===== src/rtl/trace_pkg.sv =====
// trace_pkg: shared types, constants and the frame builder for the retire trace path.
//   TRACE_HDR   - first byte of every frame
//   REC_BYTES   - bytes per frame (14, or 15 with the trailing XOR byte)
//   trace_rec_t - one captured commit {pc, instr, data, rd}
//   state_t     - transmit FSM states
// Optional feature macro: TRACE_CHECKSUM_EN (appends an XOR checksum byte).
package trace_pkg;

  localparam logic [7:0] TRACE_HDR = 8'hA5;

`ifdef TRACE_CHECKSUM_EN
  localparam int REC_BYTES = 15;
`else
  localparam int REC_BYTES = 14;
`endif

  localparam int FRAME_W = REC_BYTES * 8;
  localparam int IDX_W   = $clog2(REC_BYTES);

  typedef struct packed {
    logic [31:0] pc;
    logic [31:0] instr;
    logic [31:0] data;
    logic [4:0]  rd;
  } trace_rec_t;

  localparam int REC_W = $bits(trace_rec_t);

  typedef enum logic {
    IDLE = 1'b0,
    SEND = 1'b1
  } state_t;

  // Byte 0 of the frame sits in bits [7:0] so the transmitter can shift right.
  function automatic logic [FRAME_W-1:0] build_frame(input trace_rec_t r);
    logic [FRAME_W-1:0] f;
`ifdef TRACE_CHECKSUM_EN
    logic [7:0] x;
`endif
    f          = '0;
    f[7:0]     = TRACE_HDR;
    f[15:8]    = {3'b000, r.rd};
    f[47:16]   = r.pc;
    f[79:48]   = r.instr;
    f[111:80]  = r.data;
`ifdef TRACE_CHECKSUM_EN
    x = 8'h00;
    for (int i = 0; i < 14; i++) begin
      x = x ^ f[i*8 +: 8];
    end
    f[119:112] = x;
`endif
    return f;
  endfunction

endpackage


===== src/rtl/trace_fifo.sv =====
// trace_fifo: synchronous record FIFO with simultaneous push/pop.
//   clk, reset (async, active-low)
//   push/wdata  - write request; accepted when not full, or when full and
//                 a pop happens on the same edge
//   pop         - remove head (ignored when empty)
//   head        - oldest record; head_next - the record behind it
//   full/empty  - flags from pointers carrying one extra wrap bit
//   count       - number of records held
module trace_fifo #(
  parameter int DEPTH = 4,
  parameter int W     = 8
) (
  input  logic                   clk,
  input  logic                   reset,
  input  logic                   push,
  input  logic                   pop,
  input  logic [W-1:0]           wdata,
  output logic [W-1:0]           head,
  output logic [W-1:0]           head_next,
  output logic                   full,
  output logic                   empty,
  output logic [$clog2(DEPTH):0] count
);

  localparam int AW = $clog2(DEPTH);

  logic [AW:0]   wptr_q;
  logic [AW:0]   rptr_q;
  logic [W-1:0]  mem_q [DEPTH];
  logic          do_push;
  logic          do_pop;
  logic [AW-1:0] rnext;

  assign empty     = (wptr_q == rptr_q);
  assign full      = (wptr_q[AW] != rptr_q[AW]) && (wptr_q[AW-1:0] == rptr_q[AW-1:0]);
  assign count     = wptr_q - rptr_q;
  assign do_pop    = pop && !empty;
  assign do_push   = push && (!full || do_pop);
  assign rnext     = rptr_q[AW-1:0] + AW'(1);
  assign head      = mem_q[rptr_q[AW-1:0]];
  assign head_next = mem_q[rnext];

  always_ff @(posedge clk) begin
    if (do_push) begin
      mem_q[wptr_q[AW-1:0]] <= wdata;
    end
  end

  always_ff @(posedge clk or negedge reset) begin
    if (!reset) begin
      wptr_q <= '0;
      rptr_q <= '0;
    end else begin
      if (do_push) wptr_q <= wptr_q + (AW+1)'(1);
      if (do_pop)  rptr_q <= rptr_q + (AW+1)'(1);
    end
  end

endmodule


===== src/rtl/retire_trace_tx.sv =====
// retire_trace_tx: captures committed register writes from the WB stage and
// serializes each as a fixed-length byte frame on a valid/ready stream.
//   clk, reset (async, active-low)
//   en, wb_pc, wb_instruction, wb_write_data, wb_rd_addr, wb_RegWrite - WB tap
//   tx_data, tx_valid, tx_ready - byte stream
//   overflow (sticky), drop_count (saturating) - lost-record reporting
// Optional feature macro: TRACE_CHECKSUM_EN (15-byte frame with XOR byte).
//
// state | meaning
// IDLE  | no frame on the wire; loads the FIFO head when one is present
// SEND  | frame being shifted out; head is popped on the last byte
module retire_trace_tx
  import trace_pkg::*;
#(
  parameter int FIFO_DEPTH = 4,
  parameter int DROP_CNT_W = 16
) (
  input  logic                  clk,
  input  logic                  reset,
  input  logic                  en,
  input  logic [31:0]           wb_pc,
  input  logic [31:0]           wb_instruction,
  input  logic [31:0]           wb_write_data,
  input  logic [4:0]            wb_rd_addr,
  input  logic                  wb_RegWrite,
  output logic [7:0]            tx_data,
  output logic                  tx_valid,
  input  logic                  tx_ready,
  output logic                  overflow,
  output logic [DROP_CNT_W-1:0] drop_count
);

  localparam int CW = $clog2(FIFO_DEPTH) + 1;

  state_t             state_q;
  state_t             state_d;
  logic [FRAME_W-1:0] shift_q;
  logic [IDX_W-1:0]   byte_idx_q;

  trace_rec_t         wrec;
  trace_rec_t         head_rec;
  trace_rec_t         next_rec;
  logic               fifo_full;
  logic               fifo_empty;
  logic [CW-1:0]      fifo_count;

  logic               commit;
  logic               pop;
  logic               accept;
  logic               last_byte;
  logic               drop;

  assign commit    = en && wb_RegWrite && (wb_rd_addr != 5'd0);
  assign wrec      = '{pc: wb_pc, instr: wb_instruction, data: wb_write_data, rd: wb_rd_addr};
  assign accept    = (state_q == SEND) && tx_ready;
  assign last_byte = (byte_idx_q == IDX_W'(REC_BYTES - 1));
  assign drop      = commit && fifo_full && !pop;

  assign tx_valid  = (state_q == SEND);
  assign tx_data   = tx_valid ? shift_q[7:0] : 8'h00;

  trace_fifo #(
    .DEPTH (FIFO_DEPTH),
    .W     (REC_W)
  ) u_fifo (
    .clk       (clk),
    .reset     (reset),
    .push      (commit),
    .pop       (pop),
    .wdata     (wrec),
    .head      (head_rec),
    .head_next (next_rec),
    .full      (fifo_full),
    .empty     (fifo_empty),
    .count     (fifo_count)
  );

  always_ff @(posedge clk or negedge reset) begin
    if (!reset) begin
      state_q <= IDLE;
    end else begin
      state_q <= state_d;
    end
  end

  // Back-to-back only counts records already stored behind the head; a
  // record pushed on the same edge as the final pop is picked up from IDLE.
  always_comb begin
    state_d = state_q;
    pop     = 1'b0;
    unique case (state_q)
      IDLE: begin
        if (!fifo_empty) state_d = SEND;
      end
      SEND: begin
        if (accept && last_byte) begin
          pop = 1'b1;
          if (fifo_count <= CW'(1)) state_d = IDLE;
        end
      end
      default: state_d = IDLE;
    endcase
  end

  always_ff @(posedge clk or negedge reset) begin
    if (!reset) begin
      shift_q    <= '0;
      byte_idx_q <= '0;
    end else if (state_q == IDLE) begin
      if (!fifo_empty) begin
        shift_q    <= build_frame(head_rec);
        byte_idx_q <= '0;
      end
    end else if (accept) begin
      if (last_byte) begin
        shift_q    <= build_frame(next_rec);
        byte_idx_q <= '0;
      end else begin
        shift_q    <= shift_q >> 8;
        byte_idx_q <= byte_idx_q + IDX_W'(1);
      end
    end
  end

  always_ff @(posedge clk or negedge reset) begin
    if (!reset) begin
      overflow   <= 1'b0;
      drop_count <= '0;
    end else if (drop) begin
      overflow <= 1'b1;
      if (drop_count != '1) drop_count <= drop_count + DROP_CNT_W'(1);
    end
  end

endmodule

===== config.mk =====
export PLATFORM = sky130hd
export DESIGN_NAME = retire_trace_tx
export DESIGN_NICKNAME = d
export VERILOG_FILES = /design/src/rtl/trace_pkg.sv /design/src/rtl/trace_fifo.sv /design/src/rtl/retire_trace_tx.sv
export SDC_FILE = /design/constraint.sdc
export NUM_CORES = 1
export LEC_CHECK = 0
export ABC_CLOCK_PERIOD_IN_PS = 8900
export BUFFER_PORTS_ARGS = -buffer_cell sky130_fd_sc_hd__buf_2
export CORE_MARGIN = 1
export CORE_UTILIZATION = 50
export DETAILED_ROUTE_END_ITERATION = 7
export GPL_TIMING_DRIVEN = 0
export PLACE_DENSITY = 0.67
export REMOVE_ABC_BUFFERS = 1
export SLEW_MARGIN = 30
export SYNTH_ARGS = -nofsm -noshare
export SYNTH_HDL_FRONTEND = slang
export SYNTH_HIERARCHICAL = 1
export SYNTH_SLANG_ARGS = --single-unit

===== constraint.sdc =====
create_clock -name clk -period 8.9 [get_ports clk]
set_input_delay 0.89 -clock clk [delete_from_list [all_inputs] [get_ports clk]]
set_output_delay 0.89 -clock clk [all_outputs]
set_load 0.02 [all_outputs]

==> reports/metrics.csv <==
stage,metric,value,unit
drt,First DRT Iteration DRCs,962,
drt,DRC,0,
yosys,number of cells produced by synthesis,1602,
floorplanning,die area,51750,µm²
floorplanning,Top-Level Pins,132,
setup_path,library cell appearing most often on the critical path,sky130_fd_sc_hd__buf_16,
timing,top achievable clock speed,249.8,MHz
final_layout,count of nets after finishing,1821,
floorplanning,initial core utilization,0.5067,
setup_path,Startpoint Class,input pin,
drt,Vias,14907,
final_layout,Layout Cells excl Fill,2434,
clock_network,hold buffer count at CTS,0,
timing,largest clock skew in the final design,17.06,ps
timing,Final Hold Violating Endpoints,0,
clock_network,postcts setup bufs,0,
clock_network,clk sink count,544,
placement,"number of placed instances, taps included",2317,
floorplanning,floorplan row count,82,
pwr,Peak VDD IR,154.8,µV
global_routing,initial antenna violation count,19,
setup_path,Crit. End Element,register,
global_routing,GRT Overall Usage,0.2293,
timing,RSZ-0062 raised after global routing,false,
pwr,post-layout power,8474,µW
clock_network,number of H-tree levels,2,
min_path,hold crit path type,in -> async,
global_routing,pin count of the biggest net entering global routing,102,
timing,time the final worst path needs with I/O delays and setup,4004,ps
placement,Port Buf Inserts,131,
timing,slew at the pin closest to its max-slew limit,907.6,ps
yosys,combined area of all synthesized cells,25420,µm²
global_routing,total congestion overflow,0,
pwr,Static Leakage,0.009967,µW
clock_network,insertion delay to the later sink of the worst-skew pair,610,ps
floorplanning,Die Wd,227.5,µm
clock_network,clock input transition at the sequential cells of the worst setup and hold paths,60,ps
placement,Post-Place Setup Slack,4321,ps
final_layout,signed area change from the synthesized netlist to the final layout,14.69,%
global_routing,wire length of the first global-routing pass,89580,µm
drt,number of optimization iterations in the first detailed-route pass,5,
timing,number of setup violations in the final report,0,
pwr,power density over the cells,290.6,nW/µm²
clock_network,Bufs on Longest Clock Path,3,
placement,GP Congestion,0.7162,
drt,Routed Wire Length,57020,µm
setup_path,crit path max-delay cell type,sky130_fd_sc_hd__and2_4,
timing,max-slew violation count,0,
clock_network,CTS tree,yes,
setup_path,data required time of the critical path,9190,ps
setup_path,crit path DAT,4300,ps
final_layout,fraction of final layout cells sized beyond drive strength 1,0.2736,
setup_path,biggest cell delay along the critical path,610,ps
setup_path,kind of critical path,in -> reg,
setup_path,Worst Path Max Fanout,101,
yosys,Yosys warning total,6,
yosys,mean cell area of the mapped netlist,15.87,µm²
drt,detailed-route vias per instance,6.124,
drt,post-DR wirelength/cell,23.43,µm
timing,fin worst setup slack,4896,ps
clock_network,CTS root buf,sky130_fd_sc_hd__clkbuf_16,
drt,antenna-violating nets left,0,
setup_path,cell-by-cell trace of the critical path,buf_8 > buf_16 > nand2_2 > nor2_1 > o31a_1 > and2_4 > buf_16 > buf_16,
job,number of maximum-capacitance violations,0,
placement,Detail Placement HPWL,34380,µm
clock_network,clock buffer count from CTS,57,
clock_network,post_cts resized,0,
floorplanning,Placeable Area,50170,µm²
global_routing,via count of the first global-routing pass,15737,
timing,slew margin rel.,0.3927,
floorplanning,die span in y,227.5,µm
timing,"Period Utilization, post-route",0.4499,
run_status,outcome,"finished, final reports clean",
-- registers in the layout, summed over array words and instances, names as in the netlist --
register and cells:
tx_valid 1, u_fifo/wptr_q 3, byte_idx_q 4, drop_count 16, u_fifo/rptr_q 3, shift_q 112
overflow 1, u_fifo/mem_q 404
-- power by group --
part	switching, µW	internal, µW	leakage, µW	total, µW
Clock	964	1430	0.000925	2390
Sequential	303	3190	0.00520	3490
Combinational	1230	1370	0.00384	2590
-- routing by layer --
layer  routed length (µm)  global-route usage
met1                22550              0.2819
met2                29660              0.4042
met3                 3392             0.04904
met4                 1326             0.07253
met5                   91                   0
-- path summary, 6_finish.rpt --
check | startpoint | to | slack, ps | cells past startpoint
min | reset | shift_q[57] | 260 | 1
max reg2reg | byte_idx_q[1] | u_fifo/mem_q[0][53] | 5320 | 8
min in group clk | overflow | overflow | 460 | 1
min reg2reg | overflow | overflow | 460 | 1
max in group asynchronous | reset | tx_valid | 7720 | 2
max | tx_ready | u_fifo/mem_q[0][53] | 4900 | 8
-- final cells by class --
class	count	area [µm²]
Antenna cell	11	27.53
Clock inverter	28	324.1
Sequential cell	544	15650
Tap cell	672	840.8
Multi-Input combinational cell	923	9129
Fill cell	3812	21010
Clock buffer	78	1567
Inverter	9	38.79
Timing Repair Buffer	169	1584
-- metrics by stage --
step                hold slack [ps]  setup TNS [ps]  area, µm²  utilization
floorplan                     460.4         -943810      24750            -
global route                  292.4               0      29150       0.5810
CTS                           268.5               0      29130       0.5806
finish                        264.1               0      29160       0.5812
detailed placement            452.3               0      27240       0.5429
global placement              446.9        -3596740      26250       0.5232
-- cell usage in the layout (no fill, tap or decap), types with 8 or more instances in the layout --
| master | instances |
|---|---|
| sky130_fd_sc_hd__o21ai_0 | 95 |
| sky130_fd_sc_hd__clkbuf_16 | 58 |
| sky130_fd_sc_hd__inv_1 | 8 |
| sky130_fd_sc_hd__clkinv_2 | 12 |
| sky130_fd_sc_hd__a311o_1 | 93 |
| sky130_fd_sc_hd__edfxtp_1 | 404 |
| sky130_fd_sc_hd__and2_1 | 8 |
| sky130_fd_sc_hd__nor2_1 | 120 |
| sky130_fd_sc_hd__buf_2 | 129 |
| sky130_fd_sc_hd__mux4_2 | 202 |
| sky130_fd_sc_hd__nand2_1 | 199 |
| sky130_fd_sc_hd__nand3_1 | 10 |
| sky130_fd_sc_hd__diode_2 | 11 |
| sky130_fd_sc_hd__clkbuf_1 | 16 |
| sky130_fd_sc_hd__a221oi_1 | 8 |
| sky130_fd_sc_hd__dfrtp_1 | 137 |
| sky130_fd_sc_hd__ha_1 | 9 |
| sky130_fd_sc_hd__mux2i_1 | 94 |
| sky130_fd_sc_hd__buf_16 | 22 |
| sky130_fd_sc_hd__buf_12 | 14 |
| sky130_fd_sc_hd__xnor2_1 | 11 |
-- worst max-delay path: cells and delay by family --
kind / cells / cell delay, ps
AOI/OAI and AO/OA: 1 / 370
buffers and inverters: 4 / 1420
and+or+nand+nor: 3 / 1380
Note: power is estimated with default switching activity, not from simulation.
